--- src/rtl/wb_arb.sv ---
// Write-back arbiter: ALU results win the register-file write port; loads wait in a small FIFO.
// Optional WB_STATS_EN adds the kill_cnt statistics output.
module wb_arb #(
  parameter int LD_DEPTH = 2
) (
  input  logic        t2,
  input  logic        rst_n,
  input  logic        alu_v,
  input  logic [4:0]  alu_rd,
  input  logic [31:0] alu_d,
  input  logic        ld_v,
  output logic        ld_rdy,
  input  logic [4:0]  ld_rd,
  input  logic [31:0] ld_d,
  output logic        rwe,
  output logic [4:0]  wr,
  output logic [31:0] w
`ifdef WB_STATS_EN
  ,
  output logic [15:0] kill_cnt
`endif
);

  localparam int PW = (LD_DEPTH > 1) ? $clog2(LD_DEPTH) : 1;
  localparam int CW = $clog2(LD_DEPTH + 1);
  localparam logic [CW-1:0] DEPTH_C = CW'(LD_DEPTH);
  localparam logic [PW-1:0] LAST_C  = PW'(LD_DEPTH - 1);

  // Load buffer storage; the kill flag marks entries superseded by a later ALU write.
  logic [4:0]    ent_rd_q   [LD_DEPTH];
  logic [31:0]   ent_data_q [LD_DEPTH];
  logic          ent_kill_q [LD_DEPTH];
  logic          ent_kill_d [LD_DEPTH];

  logic [PW-1:0] rd_ptr_q, rd_ptr_d;
  logic [PW-1:0] wr_ptr_q, wr_ptr_d;
  logic [CW-1:0] count_q, count_d;

  logic          rwe_q, rwe_d;
  logic [4:0]    wr_q, wr_d;
  logic [31:0]   w_q, w_d;

  logic          ld_acc;
  logic          sel_head;
  logic          sel_ld;
  logic          push;
  logic          pop;
  logic          push_kill;
  logic [4:0]    head_rd;
  logic [31:0]   head_data;
  logic          head_kill;
  logic [3:0]    off [LD_DEPTH];
  logic          live [LD_DEPTH];
  logic          newly_killed [LD_DEPTH];
`ifdef WB_STATS_EN
  logic [2:0]    kill_inc;
  logic [15:0]   kill_cnt_q, kill_cnt_d;
  logic [16:0]   kill_sum;
`endif

  function automatic logic [PW-1:0] ptr_inc(input logic [PW-1:0] p);
    return (p == LAST_C) ? '0 : p + PW'(1);
  endfunction

  // Ready reflects current occupancy only; a same-cycle pop does not free a slot early.
  assign ld_rdy = (count_q < DEPTH_C);
  assign ld_acc = ld_v && ld_rdy;

  assign sel_head = !alu_v && (count_q != '0);
  assign sel_ld   = !alu_v && (count_q == '0) && ld_acc;
  assign push     = ld_acc && !sel_ld;
  assign pop      = sel_head;

  assign head_rd   = ent_rd_q[rd_ptr_q];
  assign head_data = ent_data_q[rd_ptr_q];
  assign head_kill = ent_kill_q[rd_ptr_q];

  assign push_kill = alu_v && (ld_rd == alu_rd);

  always_comb begin
    rd_ptr_d = pop  ? ptr_inc(rd_ptr_q) : rd_ptr_q;
    wr_ptr_d = push ? ptr_inc(wr_ptr_q) : wr_ptr_q;
    count_d  = count_q;
    if (push && !pop) begin
      count_d = count_q + CW'(1);
    end else if (pop && !push) begin
      count_d = count_q - CW'(1);
    end
  end

  // An entry is live when its distance from the read pointer is below the occupancy.
  always_comb begin
`ifdef WB_STATS_EN
    kill_inc = '0;
`endif
    for (int i = 0; i < LD_DEPTH; i++) begin
      off[i] = 4'(i) + 4'(LD_DEPTH) - 4'(rd_ptr_q);
      if (off[i] >= 4'(LD_DEPTH)) begin
        off[i] = off[i] - 4'(LD_DEPTH);
      end
      live[i]         = off[i] < 4'(count_q);
      newly_killed[i] = alu_v && live[i] && !ent_kill_q[i] && (ent_rd_q[i] == alu_rd);
      ent_kill_d[i]   = ent_kill_q[i] | newly_killed[i];
`ifdef WB_STATS_EN
      kill_inc = kill_inc + 3'(newly_killed[i]);
`endif
    end
    if (push) begin
      ent_kill_d[wr_ptr_q] = push_kill;
`ifdef WB_STATS_EN
      kill_inc = kill_inc + 3'(push_kill);
`endif
    end
  end

  always_comb begin
    rwe_d = 1'b0;
    wr_d  = wr_q;
    w_d   = w_q;
    if (alu_v) begin
      if (alu_rd != 5'd0) begin
        rwe_d = 1'b1;
        wr_d  = alu_rd;
        w_d   = alu_d;
      end
    end else if (sel_head) begin
      if (!head_kill && (head_rd != 5'd0)) begin
        rwe_d = 1'b1;
        wr_d  = head_rd;
        w_d   = head_data;
      end
    end else if (sel_ld) begin
      if (ld_rd != 5'd0) begin
        rwe_d = 1'b1;
        wr_d  = ld_rd;
        w_d   = ld_d;
      end
    end
  end

  always_ff @(posedge t2 or negedge rst_n) begin
    if (!rst_n) begin
      rd_ptr_q <= '0;
      wr_ptr_q <= '0;
      count_q  <= '0;
      rwe_q    <= 1'b0;
      wr_q     <= '0;
      w_q      <= '0;
      for (int i = 0; i < LD_DEPTH; i++) begin
        ent_kill_q[i] <= 1'b0;
      end
    end else begin
      rd_ptr_q <= rd_ptr_d;
      wr_ptr_q <= wr_ptr_d;
      count_q  <= count_d;
      rwe_q    <= rwe_d;
      wr_q     <= wr_d;
      w_q      <= w_d;
      for (int i = 0; i < LD_DEPTH; i++) begin
        ent_kill_q[i] <= ent_kill_d[i];
      end
    end
  end

  // Payload needs no reset: occupancy and kill flags decide whether it is ever used.
  always_ff @(posedge t2) begin
    if (push) begin
      ent_rd_q[wr_ptr_q]   <= ld_rd;
      ent_data_q[wr_ptr_q] <= ld_d;
    end
  end

  assign rwe = rwe_q;
  assign wr  = wr_q;
  assign w   = w_q;

`ifdef WB_STATS_EN
  assign kill_sum   = {1'b0, kill_cnt_q} + 17'(kill_inc);
  assign kill_cnt_d = kill_sum[16] ? 16'hFFFF : kill_sum[15:0];

  always_ff @(posedge t2 or negedge rst_n) begin
    if (!rst_n) begin
      kill_cnt_q <= '0;
    end else begin
      kill_cnt_q <= kill_cnt_d;
    end
  end

  assign kill_cnt = kill_cnt_q;
`endif

endmodule

--- config.mk ---
export PLATFORM = sky130hd
export DESIGN_NAME = wb_arb
export DESIGN_NICKNAME = d
export VERILOG_FILES = /design/src/rtl/wb_arb.sv
export SDC_FILE = /design/constraint.sdc
export NUM_CORES = 1
export LEC_CHECK = 0
export CORE_UTILIZATION = 46
export CTS_CLUSTER_SIZE = 16
export DETAILED_ROUTE_END_ITERATION = 8
export GPL_TIMING_DRIVEN = 0
export PLACE_DENSITY = 0.76
export SETUP_SLACK_MARGIN = 0.5
export SYNTH_ARGS = -nofsm -noshare
export SYNTH_HDL_FRONTEND = slang
export SYNTH_SLANG_ARGS = --single-unit
export TNS_END_PERCENT = 20
--- constraint.sdc ---
create_clock -name t2 -period 2.6 [get_ports t2]
set_input_delay 0.39 -clock t2 [delete_from_list [all_inputs] [get_ports t2]]
set_output_delay 0.39 -clock t2 [all_outputs]
set_load 0.02 [all_outputs]
### Yosys cells after proc, flatten, opt, wreduce, memory -nomap -nowiden

Memory sizes are Yosys's and may differ from the RTL's.
Cells that the tools add are included.

| cells by class | value |
|---|---|
| order comparisons | 8 |
| bitwise gates (word level) | 4 |
| eq/ne operators | 5 |
| reduce and logical (&&, ||, !) cells | 32 |
| mux-type cells | 33 |
| add/sub/neg operators | 8 |

Operators by type and width:

| kind | number |
|---|---|
| 2-to-1 mux 32 bit | 6 |
| 2-to-1 mux 5 bit | 6 |
| logical AND 1 bit | 16 |
| == test 5 bit | 3 |
| nonzero test 5 bit | 3 |
| 2-to-1 mux 1 bit | 14 |
| greater-or-equal comparator 4 x 2 -> 1 bit, second input constant | 2 |
| less-than comparator 4 x 2 -> 1 bit | 2 |
| 2-to-1 mux 4 bit | 2 |
| subtractor 3 x 3 -> 4 bit, second input constant | 2 |
| zero test 1 bit | 7 |
| 2-to-1 mux 2 bit | 3 |
| nonzero test 3 bit | 2 |
| subtractor 2 x 1 -> 3 bit, first input constant | 2 |
| greater-or-equal comparator 2 bit, second input constant | 2 |
| inverter 1 -> 2 bit | 2 |
| AND reduction 4 bit | 1 |
| nonzero test 2 bit | 2 |
| != test 3 x 2 -> 1 bit, second input constant | 1 |
| adder 1 bit, second input constant | 2 |
| adder 2 x 1 -> 2 bit, second input constant | 1 |
| bitwise mux 2 bit | 1 |
| zero test 2 bit | 1 |
| less-than comparator 2 x 1 -> 1 bit, second input constant | 1 |
| other kinds (5) | 6 |

| word-level totals | value |
|---|---|
| logic and storage cells | 100 |
| input port bits | 78 |
| flip-flop bits (word level) | 44 |
| memories kept | 2 |
| memory bits (writable) | 74 |

Memory list:

| memory | depth | width | read ports | clocked after memory_dff | write ports | line | RTL |
|---|---|---|---|---|---|---|---|
| ent_data_q | 2 | 32 | 1 | 0 | 1 | 31 | `logic [31:0] ent_data_q [LD_DEPTH];` |
| ent_rd_q | 2 | 5 | 3 | 0 | 1 | 30 | `logic [4:0] ent_rd_q [LD_DEPTH];` |

### Depth between registers and ports, before layout

Gate-level depths: netlist of the first run.

| logic depth | value |
|---|---|
| depth in word-level cells | 10 |
| depth in mapped cells | 9 |
| mapped depth without buffers | 7 |

### Worst setup path before layout of the first run

No wires, ideal clock.

| timing path | value |
|---|---|
| kind | input -> register |
| start | input alu_v |
| end | memory ent_data_q[0][0], enable pin |
| setup time | 434 ps |
| setup slack | -265 ps |
| arrival | 2431 ps |
| stages on the path | 3 |
| path buffers | 1 |
| path through | clkbuf_1 o211ai_1 nor2_1 |

| between the ends | value |
|---|---|
| cells in the longest elaborated chain, start to end | 7 |

Ends and longest elaborated chain:

| what | line | RTL |
|---|---|---|
| from (decl) | 8 | `input logic alu_v,` |
| zero test 1 bit | 70 | `assign sel_ld = !alu_v && (count_q == '0) && ld_acc;` |
| logical AND 1 bit (2 in series) | 70 |  |
| zero test 1 bit | 71 | `assign push = ld_acc && !sel_ld;` |
| logical AND 1 bit | 71 |  |
| 2-to-1 mux 1 bit | 167 | `if (push) begin` |
| 2-to-1 mux 1 bit (implied by the code) | 169 | `ent_data_q[wr_ptr_q] <= ld_d;` |
| to (decl) | 31 |  |

Every way passes these cells.

### Worst setup path after layout of the first run

| timing path | value |
|---|---|
| start | register rd_ptr_q |
| end | register w_q[30] (netlist: w[30]) |

| between the ends | value |
|---|---|
| cells in the longest elaborated chain, start to end | 8 |
| elaborated cells on any way between the ends | 14 |
| those cells by class | 1 x eq/ne; 6 x mux; 1 x bitwise; 4 x reduce/logical; 2 x memory |

Ends and longest elaborated chain:

| what | line | RTL |
|---|---|---|
| from (decl) | 35 | `logic [PW-1:0] rd_ptr_q, rd_ptr_d;` |
| from (signal assigned) | 153 | `rd_ptr_q <= rd_ptr_d;` |
| inverter 1 -> 2 bit (implied by the code) | 76 | `assign head_kill = ent_kill_q[rd_ptr_q];` |
| 2-to-1 mux 1 bit (implied by the code) (3 in series) | 76 |  |
| zero test 1 bit | 127 | `if (!head_kill && (head_rd != 5'd0)) begin` |
| logical AND 1 bit | 127 |  |
| != test 3 x 2 -> 1 bit (no source line) | - |  |
| AND reduction 4 bit (no source line) | - |  |
| to (signal assigned) | 158 | `w_q <= w_d;` |
| to (decl) | 41 | `logic [31:0] w_q, w_d;` |

Parallel ways exist; a longest one is shown, timed or not. The select of a mux whose other input is x is not followed.
A chain may end at the register's enable or synchronous reset.

==> flow_summary.ini, run 1 <==
[global_route]
grt_max_degree = 27
grt_usage_pct = 24.8
antenna_found_initial = 0
overflow = 0
grt_pass1_vias = 4257
grt_pass1_wl_um = 22000

[die]
die_h_um = 110
rows = 39
floorplan.die_area_mm2 = 0.0121
fp.dieW_um = 110
start_util_pct = 47.1
ios = 117
fp.coreArea_mm2 = 0.0114

[sta]
worst_pin_slew_ns = 0.787
slew_headroom_pct = 47.6
finalCritPeriodShare_pct = 78.1
max_freq_ghz = 0.492
grt_setup_unrepaired = yes
fin_setup_tns_ns = 0
fin_ws_ns = 0.569
period_needed_ns = 2.03
hold_viol_final = 0
fin_skew_ns = 0.00543
drv_slew = 0
setup_viol = 0

[worst_setup_path]
startpoint_type = flop
path_cells = buf_2 > nor3b_1 > o22ai_1 > o31a_1 > buf_6 > and2_4 > buf_6 > buf_6 > a21oi_2
critPathMaxStageDelay_ns = 0.31
critPathCaptureType = flop
arrival_ns = 2.36
cpMostUsedCell = buf_6
critPathRequiredTime_ns = 2.93
crit_fanout = 10
crit_slowest_cell = dfrtp_1
cp_top_family = buffers and inverters
crit_type = flop to flop
path_buf_inv = 4

[power_and_ir_drop]
power_density_mw_per_mm2 = 1200
p_leak_nw = 2.78
max-vdd-ir-drop_v = 0.000706

[final_layout]
drive_above_1_share_pct = 16.4
final.fill_count = 914
nets = 647
antenna_cells = 0
syn2layout_area_growth_pct = 37.9

[clocking]
cts_sinks = 118
cts_tree = yes
clock_path_buffers = 2
clk_latency_ns = 0.40
ctsRootBufferMaster = clkbuf_16
clk_transition_reported_paths_ns = 0.05
cts_buffers = 17
post_cts_buffers = 0
h-tree-depth = 4

[route]
ant_nets = 0
wl_per_cell_um = 19.1
num_vias = 4132
drtIter0Drc = 302
routed_wl_um = 13900
drtPass1Iterations = 5
drt-vias-per-instance = 5.71
drc = 0

[placement]
hpwl_um = 9310
pre_cts_ws_ns = -0.0148
io_buffers = 111
gp_congestion = 0.874

[yosys]
avgSynthCellArea_um2 = 12.4
yosysSeqAreaShare_pct = 61.8
synth-seq-cells = 118
syn_inst = 434
yosys_warnings = 0
syn-cell-area_mm2 = 0.00538
netlist-cell-type-count = 34
syn_nets = 513

[min_path]
hp-class = input port to flop

[job]
maxCapViolCount = 0

[run_status]
outcome = finished, final reports clean
timing repair:
action	in CTS	in global routing
gates resized for setup	6	16
hold endpoints to repair	21	0
setup endpoints to repair	31	30
pin swaps	0	1
hold buffers	1	0
layout make-up:
cell class	count	area, um^2	share of cell area (%)
inverters	4	15.0	0.202
well taps	143	179	2.41
clock buffers	17	425	5.74
flip-flops and latches	118	3320	44.8
multi-input cells	274	1880	25.3
repair buffers	115	1180	15.9
clock inverters	15	210	2.83
plain buffers	38	208	2.80
power breakdown:
group	internal, mW	switching (mW)	leakage (nW)
Sequential	2.58	0.277	1.18
Combinational	1.54	1.96	1.28
Clock	1.69	0.818	0.307
sequential cells by signal (all words and copies together) (netlist names):
register	count
ent_data_q	64
ent_kill_q	2
wr	5
rwe	1
count_q	2
wr_ptr_q	1
w	32
ent_rd_q	10
rd_ptr_q	1
cells in the final DEF, fill, tap and decap left out, drive strengths merged, types with 3 or more instances in the layout:
master	instances
buf	20
mux2i	38
edfxtp	74
clkdlybuf4s50	106
a211oi	36
nor2	39
a21oi	113
dfrtp	44
o21ai	3
clkinv	8
nor3	4
inv	4
xor2	9
clkbuf	39
nor4	4
bufinv	5
xnor2	11
synth_stat cells:
cell | instances | area, um^2
a21oi_1 | 84 | 420
edfxtp_1 | 74 | 2220
dfrtp_1 | 44 | 1100
nor2_1 | 39 | 146
mux2i_1 | 38 | 380
a211oi_1 | 36 | 270
a21oi_2 | 29 | 254
clkbuf_1 | 19 | 71.3
xnor2_1 | 11 | 96.3
xor2_1 | 9 | 78.8
buf_2 | 8 | 40.0
buf_1 | 5 | 18.8
buf_6 | 5 | 56.3
inv_1 | 4 | 15.0
nor3_1 | 4 | 20.0
nor4_1 | 4 | 25.0
mux2_2 | 2 | 22.5
nand4_1 | 2 | 12.5
nor3b_1 | 2 | 15.0
and2_4 | 1 | 8.76
buf_4 | 1 | 7.51
ha_1 | 1 | 12.5
nand2_1 | 1 | 3.75
nand2b_4 | 1 | 13.8
nand3_1 | 1 | 5.00
nand3b_1 | 1 | 7.51
o211ai_1 | 1 | 7.51
o21ai_0 | 1 | 5.00
o21ai_1 | 1 | 5.00
o21ai_2 | 1 | 8.76
o22ai_1 | 1 | 6.26
o31a_1 | 1 | 8.76
or2_1 | 1 | 6.26
or4_1 | 1 | 7.51
cells by family (layout without fill, tap and decap cells):
kind of cell	Yosys count	after routing	synth area share, %
multiplexers	40	40	7.49
buffers and inverters	42	189	3.88
AO/OA/AOI/OAI	155	155	18.3
XOR/XNOR	20	20	3.26
AND/OR/NAND/NOR	58	58	5.05
flip-flops	118	118	61.8
adder cells (fa/ha/maj)	1	1	0.233
per-stage QoR:
step                      instance area, um^2  cells  util (%)  total power, mW  hold WS [ns]
after floorplan                          5390    434         -             5.01        0.0944
after global placement                   6680    688      58.5             6.22         0.495
after detailed placement                 6740    691      59.0             6.35         0.421
after CTS                                7400    724      64.8             8.89         0.455
after global routing                     7420    724      65.0             9.32         0.354
final                                    7420    724      65.0             8.87         0.340
per-layer routing:
metal	part of all wire, %	track usage, %	up-vias
met3	6.7	5.17	32
li1	-	-	1887
met5	0	0	-
met4	3.1	12.5	0
met1	41	32.3	2023
met2	49	39.4	190
path summary, 6_finish.rpt:
kind,endpoint,from,depth (start not counted),slack (ns)
min,ent_rd_q[0][3],ld_rd[3],1,0.34
max,w[30],rd_ptr_q,9,0.57
max reg2reg,w[30],rd_ptr_q,9,0.57
min reg2reg,w[25],w[25],2,0.51
max in group asynchronous,w[24],rst_n,3,1.53
min in group asynchronous,w[8],rst_n,2,0.53
No activity file was read; power rests on OpenSTA's default activity.
==> run 2, diff against run 1 <==
Settings changed: CORE_UTILIZATION 46 to 51, PLACE_DENSITY 0.76 to 0.8.
Clock period 2.6 ns to 2 ns, I/O delays scaled along.
==> run 2 against run 1 <==
First-iteration DRC count increased by 71%. Clock power rose by 27%. Sequential share of layout area shrank 3.3 points. Critical path type unchanged. Maximum frequency up 2.4%. Routed wire length grew 27%. Setup slack lost 0.55 ns. Clock-buffer cell count up 2. Largest power group unchanged. Die area is 9.6% lower. Via count grew 9.5%. Utilization rose by 13 points. Flip-flop and latch count unchanged. Clock skew is 0.0067 ns higher.
==> flow_summary.ini, run 2 (synthesized netlist as in run 1, its figures left out) <==
[clocking]
cts_tree = yes
clock_path_buffers = 2
h-tree-depth = 4
cts_sinks = 118
clk_latency_ns = 0.52
cts_buffers = 17
clk_transition_reported_paths_ns = 0.06
ctsRootBufferMaster = clkbuf_8

[route]
route.met2.wl_um = 8730
wl_met3_um = 1500
drtIter0Drc = 516
drc = 0
wl_met1_um = 6620
maxUsedRoutingLayer = met4
drtPass1Iterations = 5
num_vias = 4523
routed_wl_um = 17600
wl_per_cell_um = 23.8
ant_nets = 0
drt-vias-per-instance = 6.13

[worst_setup_path]
startpoint_type = flop
critPathRequiredTime_ns = 2.40
cp-startpoint = count_q[0]
critPathCaptureType = flop
crit_fanout = 10
r2r_start = count_q[0]
arrival_ns = 2.38
crit_type = flop to flop

[sta]
fin_skew_ns = 0.0122
grt_setup_unrepaired = yes
setup_viol = 0
worst_pin_slew_ns = 0.719
drv_slew = 0
period_needed_ns = 1.98
finalCritPeriodShare_pct = 99.2
fin_setup_tns_ns = 0
slew_headroom_pct = 51.9
hold_viol_final = 0
max_freq_ghz = 0.504

[final_layout]
regMostFlops = ent_data_q
final_cell_mix = 107 x clkdlybuf4s50_1, 74 x edfxtp_1, 54 x a21oi_2
drive_above_1_share_pct = 28.9
antenna_cells = 0
regArea_mm2 = 0.00332
final_common_cell = clkdlybuf4s50_1
largest_register_ffs = 64
multi_input_area_mm2 = 0.00223
syn2layout_area_growth_pct = 48.8
nets = 668
final.fill_count = 581

[placement]
gp_congestion = 0.943
io_buffers = 111
hpwl_um = 9000

[power_and_ir_drop]
p_sw_mw = 4.79
max-vdd-ir-drop_v = 0.000891
p_leak_nw = 2.95
combPwrFrac_pct = 44.9
power_mw = 12.8
power_density_mw_per_mm2 = 1600
clkPwrFrac_pct = 25.0
pwr-share-seq_pct = 30.2
p_int_mw = 7.99
swShare_pct = 37.5

[global_route]
grt_pass1_vias = 4617
antenna_found_initial = 0
overflow = 0
grt_pass1_wl_um = 24900
grt_max_degree = 24
grt_usage_pct = 30.4

[job]
maxCapViolCount = 0

[die]
floorplan.die_area_mm2 = 0.0110
die_h_um = 105
start_util_pct = 52.3
ios = 117
fp.dieW_um = 105
rows = 37
fp.coreArea_mm2 = 0.0103

[min_path]
hold_start = ld_rd[1]
hp-class = input port to flop

[run_status]
outcome = finished, final reports clean
## run 2: what timing repair did
| action | in CTS | in global routing |
|---|---|---|
| endpoints found under the hold margin | 21 | 0 |
| setup endpoints to repair | 155 | 153 |
| pin swaps | 9 | 6 |
| hold buffers | 1 | 0 |
| buffers inserted | 11 | 6 |
| resized for setup | 69 | 52 |
| cloned | 5 | 1 |
## run 2: metrics by stage
stage / instances / utilization, % / hold slack [ns] / worst slack, ns / instance area (um^2)
6_report: 738 / 77.9 / 0.162 / 0.0164 / 8010
5_1_grt: 738 / 77.9 / 0.144 / -0.0329 / 8010
4_1_cts: 731 / 75.1 / 0.256 / 0.0981 / 7710
3_5_place_dp: 682 / 65.1 / 0.315 / -0.474 / 6690
3_3_place_gp: 681 / 65.0 / 0.495 / -0.679 / 6680
2_1_floorplan: 434 / - / 0.00441 / 0.205 / 5400
## run 2: layer usage
metal  global-route usage (%)  vias to the layer above
met5                        0                        -
met4                     16.7                        0
li1                         -                     1929
met3                     7.92                       62
met2                     49.9                      304
met1                     36.8                     2228
## run 2: power by group through the flow
stage	Clock, mW	Sequential [mW]	Combinational [mW]
6_report	3.19	3.86	5.74
3_3_place_gp	0	3.73	4.34
5_1_grt	3.30	3.90	5.99
4_1_cts	3.13	3.79	5.07
2_1_floorplan	0	4.18	2.34
3_5_place_dp	0	3.76	4.44
## run 2: final timing paths
path                                        to  slack, ns  depth (start not counted)
worst max-delay path                     w[14]       0.02                          7
worst min-delay path            ent_rd_q[1][1]       0.16                          1
worst max register to register           w[14]       0.02                          7
worst min register to register           w[27]       0.51                          2
max in group asynchronous                wr[3]       1.15                          3
min in group asynchronous             wr_ptr_q       0.31                          2
## run 2: worst max-delay path, stage by stage (launching register included)
cell and delay, ns:
dfrtp_2 0.45, or2_1 0.23, buf_4 0.16, o21ai_4 0.35, and2_4 0.26, buf_12 0.16, buf_6 0.17, a21oi_2 0.06
## run 2: final cells by class
type / count / share of cell area, %
multi-input combinational: 277 / 27.8
clock inverter: 13 / 2.27
buffer: 38 / 3.78
sequential: 118 / 41.5
tap: 136 / 2.13
clock buffer: 19 / 5.39
inverter: 4 / 0.188
timing repair buffer: 133 / 16.9
